[src/rtl/tscap_pkg.sv]
// Shared constants and timestamp layout for the timestamp capture block.
package tscap_pkg;

    localparam int TS_WIDTH   = 32;
    localparam int TS_EPOCH_W = 16;
    localparam int TS_W       = TS_EPOCH_W + TS_WIDTH;

    localparam int         DROP_W   = 8;
    localparam logic [7:0] DROP_MAX = 8'hFF;

    typedef struct packed {
        logic [TS_EPOCH_W-1:0] epoch;
        logic [TS_WIDTH-1:0]   count;
    } ts_t;

endpackage

[src/rtl/tscap_fifo.sv]
// Synchronous first-word-fall-through FIFO; head is always visible on dout when not empty.
module tscap_fifo #(
    parameter int DATA_W = 48,
    parameter int DEPTH  = 4
) (
    input  logic                     clk,
    input  logic                     rst_n,
    input  logic                     push,
    input  logic [DATA_W-1:0]        din,
    input  logic                     pop,
    output logic [DATA_W-1:0]        dout,
    output logic                     full,
    output logic                     empty,
    output logic [$clog2(DEPTH):0]   level
);
    localparam int AW = $clog2(DEPTH);
    localparam logic [AW:0] FULL_LVL = (AW+1)'(DEPTH);

    logic [DATA_W-1:0] mem_q [DEPTH];
    logic [AW-1:0]     wr_q, rd_q;
    logic [AW:0]       level_q;
    logic              do_push, do_pop;

    // Push while full is legal only when the head leaves in the same cycle.
    assign do_pop  = pop && (level_q != '0);
    assign do_push = push && ((level_q != FULL_LVL) || do_pop);

    always_ff @(posedge clk) begin
        if (do_push) mem_q[wr_q] <= din;
    end

    always_ff @(posedge clk) begin
        if (!rst_n) begin
            wr_q    <= '0;
            rd_q    <= '0;
            level_q <= '0;
        end else begin
            if (do_push) wr_q <= wr_q + AW'(1);
            if (do_pop)  rd_q <= rd_q + AW'(1);
            case ({do_push, do_pop})
                2'b10:   level_q <= level_q + (AW+1)'(1);
                2'b01:   level_q <= level_q - (AW+1)'(1);
                default: level_q <= level_q;
            endcase
        end
    end

    assign dout  = mem_q[rd_q];
    assign full  = (level_q == FULL_LVL);
    assign empty = (level_q == '0);
    assign level = level_q;

endmodule

[src/rtl/timestamp_capture.sv]
// Captures {epoch, count} on rising edges of event_in into a FWFT FIFO drained by valid/ready.
module timestamp_capture
    import tscap_pkg::*;
#(
    parameter int WIDTH   = 32,
    parameter int EPOCH_W = 16,
    parameter int DEPTH   = 4
) (
    input  logic                       clk,
    input  logic                       rst_n,
    input  logic [WIDTH-1:0]           count,
    input  logic                       overflow,
    input  logic                       event_in,
    input  logic                       cap_en,
    output logic                       ts_valid,
    input  logic                       ts_ready,
    output logic [EPOCH_W+WIDTH-1:0]   ts_data,
    output logic [$clog2(DEPTH):0]     fill_level,
    output logic [DROP_W-1:0]          drop_cnt,
    output logic [EPOCH_W-1:0]         epoch
);
    logic               event_q;
    logic [EPOCH_W-1:0] epoch_q, epoch_d;
    logic [DROP_W-1:0]  drop_q, drop_d;
    logic               cap, pop, accept, full, empty;

    assign cap    = event_in && !event_q && cap_en;
    assign pop    = ts_valid && ts_ready;
    assign accept = cap && (!full || pop);

    always_comb begin
        epoch_d = epoch_q;
        drop_d  = drop_q;
        if (overflow) epoch_d = epoch_q + EPOCH_W'(1);
        if (cap && !accept && drop_q != DROP_MAX) drop_d = drop_q + DROP_W'(1);
    end

    // event_q resets high so a level already asserted at reset release is not an edge.
    always_ff @(posedge clk) begin
        if (!rst_n) begin
            event_q <= 1'b1;
            epoch_q <= '0;
            drop_q  <= '0;
        end else begin
            event_q <= event_in;
            epoch_q <= epoch_d;
            drop_q  <= drop_d;
        end
    end

    tscap_fifo #(.DATA_W(EPOCH_W+WIDTH), .DEPTH(DEPTH)) u_fifo (
        .clk   (clk),
        .rst_n (rst_n),
        .push  (accept),
        .din   ({epoch_q, count}),
        .pop   (pop),
        .dout  (ts_data),
        .full  (full),
        .empty (empty),
        .level (fill_level)
    );

    assign ts_valid = !empty;
    assign drop_cnt = drop_q;
    assign epoch    = epoch_q;

endmodule

[config.mk]
export PLATFORM = sky130hd
export DESIGN_NAME = timestamp_capture
export DESIGN_NICKNAME = d
export VERILOG_FILES = /design/src/rtl/tscap_pkg.sv /design/src/rtl/tscap_fifo.sv /design/src/rtl/timestamp_capture.sv
export SDC_FILE = /design/constraint.sdc
export NUM_CORES = 1
export LEC_CHECK = 0
export ABC_AREA = 1
export CAP_MARGIN = 20
export CORE_UTILIZATION = 52
export CTS_BUF_LIST = sky130_fd_sc_hd__clkbuf_8
export CTS_CLUSTER_DIAMETER = 60
export DETAILED_ROUTE_END_ITERATION = 8
export PLACE_DENSITY = 0.78
export SYNTH_ARGS = -nofsm -noshare
export SYNTH_HDL_FRONTEND = slang
export SYNTH_SLANG_ARGS = --single-unit
[constraint.sdc]
create_clock -name clk -period 3.4 [get_ports clk]
set_input_delay 0.51 -clock clk [delete_from_list [all_inputs] [get_ports clk]]
set_output_delay 0.51 -clock clk [all_outputs]
set_load 0.02 [all_outputs]
==> flow_summary.toml <==
[pwr]
cellPowerDensity_nw_per_um2 = 522
ir_worst_vdd_uv = 287
finalPower_w = 0.00570
p_leak_nw = 3.80

[cells_and_area]
syn2layout_area_growth_pct = 23.7
multiInputGateArea_um2 = 2080
nets = 889
seq_area_um2 = 6450
n_antenna_cell = 0
utilization_pct = 65.9
drive_gt1_share_pct = 8.88
n_fill_cell = 1241

[clock_network]
cts_max_level = 2
cts.clk_slew.worst_paths_ns = 0.06
cts_max_path_buffers = 3
cts_made_buffers = 36
clockRootBuffer = "clkbuf_8"
cts_hold_buf = 0
post_cts_buffers = 0
cts_tree = "built"
cts_resized = 0
clock_latency_ns = 0.52
cts.sinks = 226

[route]
wl_per_cell_um = 16.4
drtIter0Drc = 417
drc = 0
drt_wl_total_um = 17900
dr.pass1.iters = 5
viasPerCell = 5.41
postRouteAntennaNets = 0
route.vias.total = 5886

[placement]
preCtsSetupSlack_ns = 0.766
dp_hpwl_um = 9960
io_buffers = 113
gp_congestion = 0.815

[yosys]
synthCells = 715
seq_area_frac_synth_pct = 72.9
synthMuxAreaShare_pct = 0
yosys.area_share.simple_pct = 10.6
netlist_area_um2 = 8840
syn_nets = 761
synth_xor_area_share_pct = 0.396
yosysUniqueCellTypes = 35
synth_compound_area_share_pct = 11.0
syn_area_per_cell_um2 = 12.4
synth_top_family_by_area = "compound AO/OA/AOI/OAI gates"
synth_fa_ha_area_share_pct = 1.22
ys_warn_count = 0
ys_ff_latch = 226

[timing]
finalSetupTns_ns = 0
fin_skew_ns = 0.0240
final-hold-violation-count = 0
tightest_slew_ns = 0.529
min_period_ns = 3.07
slew_headroom_pct = 64.7
fmax_ghz = 0.326
fin_hold_ws_ns = 0.467
setup_slack_ns = 0.329
maxSlewViolCount = 0
rsz0062_at_grt = "false"
finalCritPeriodShare_pct = 90.3
finalSetupViolations = 0

[job]
maxCapViolations = 0

[die]
die_w_um = 132
start_util_pct = 53.3
core_area_um2 = 16600
pin_count = 114
die_y_um = 132
dieArea_um2 = 17500
fp-row-count = 47

[global_route]
grt_overflow = 0
use_met3_pct = 5.92
grtUsageMet1_pct = 26.5
grt_pass1_wl_um = 28200
grt_pass1_vias = 5525
grt_max_degree = 69
antenna_found_initial = 0
grt_use_met2_pct = 34.6
top_usage_layer = "met2"
groute.usage.overall_pct = 20.7

[worst_setup_path]
worstSetupEndpointType = "output port"
cp.arrival_ns = 2.56
critPathMaxFanout = 37
critPathKind = "register to output port"
crit_required_ns = 2.89
cp-start-kind = "register"

[status]
status = "finished clean"

[hold_path]
hp-class = "register to register"
-- worst paths after layout --
check        slack (ns)         endpoint       startpoint  cells past startpoint
max reg2reg        1.27  u_fifo.level[2]  u_fifo.level[1]                     10
min reg2reg        0.47         register   u_fifo.rd_q[1]                      2
min                0.47         register   u_fifo.rd_q[1]                      2
max                0.33      ts_data[10]         register                      4
-- placed cells by master, fill, tap and decap left out, types with 7 or more instances in the layout --
cell type,Yosys,routed
edfxtp_1,192,192
nor2_1,134,130
clkdlybuf4s50_1,0,113
o21ai_0,103,103
inv_1,40,49
nand2_1,49,49
o22ai_1,48,48
clkbuf_8,0,37
dfxtp_1,34,32
a21oi_1,20,20
nand3_1,11,11
clkinv_1,0,9
nor3_1,7,7
ha_1,7,7
-- state kept, by name, summed over array words and instances, names as in the netlist, named ones only --
register and count:
u_fifo.level 3, epoch 16, u_fifo.rd_q 2, u_fifo.mem_q 192
event_q 1, drop_cnt 8, u_fifo.wr_q 2
-- cell type report --
class                   instances  area share [%]
clock buffers                  37            4.66
multi-input cells             412            19.0
well taps                     220            2.52
clock inverters                25            1.44
flip-flops and latches        226            59.0
inverters                      43            1.52
repair buffers                124            11.8
-- Yosys cell counts, drive strengths merged --
cell,n,area share [%]
a211oi,1,0.085
a21boi,1,0.13
a21oi,20,1.1
buf,14,1.1
clkbuf,20,0.88
dfxtp,34,7.7
edfxtp,192,65
fa,1,0.23
ha,7,0.99
inv,43,1.9
nand2,54,2.5
nand3,12,0.74
nand3b,1,0.085
nand4,6,0.42
nor2,139,6.3
nor3,7,0.40
o21a,1,0.085
o21ai,108,6.1
o21bai,1,0.085
o22ai,48,3.4
or2,1,0.071
xnor2,2,0.20
xor2,2,0.20
-- kinds of logic after synthesis --
kind of cell / count (synthesis)
DFF: 226
and+or+nand+nor: 220
AOI/OAI and AO/OA: 180
buffers and inverters: 77
adders and majority gates: 8
xor gates and xnor gates: 4
-- critical path, stage by stage (launching register included) --
cell,delay (ns)
dfxtp_4,0.58
buf_4,0.40
o21ai_0,0.16
o22ai_1,0.26
clkdlybuf4s50_1,0.64
-- power by group --
group | total [W] | internal, W | switching [W]
clock | 0.00215 | 0.00116 | 0.000986
sequential | 0.00305 | 0.00302 | 0.0000266
combinational | 0.000510 | 0.000220 | 0.000290
total | 0.00570 | 0.00440 | 0.00130
-- layer usage --
layer | vias to the layer above | share of wire, %
met5 | - | 0
met2 | 200 | 48
met3 | 34 | 7.9
li1 | 2815 | -
met4 | 0 | 1.5
met1 | 2837 | 43
-- per-stage QoR --
step	instance area, µm²	cells
2_1_floorplan	8840	715
5_1_grt	10900	1087
3_5_place_dp	10300	1025
4_1_cts	10900	1087
6_report	10900	1087
3_3_place_gp	10300	1025
Power figures use the tool's default switching activity.
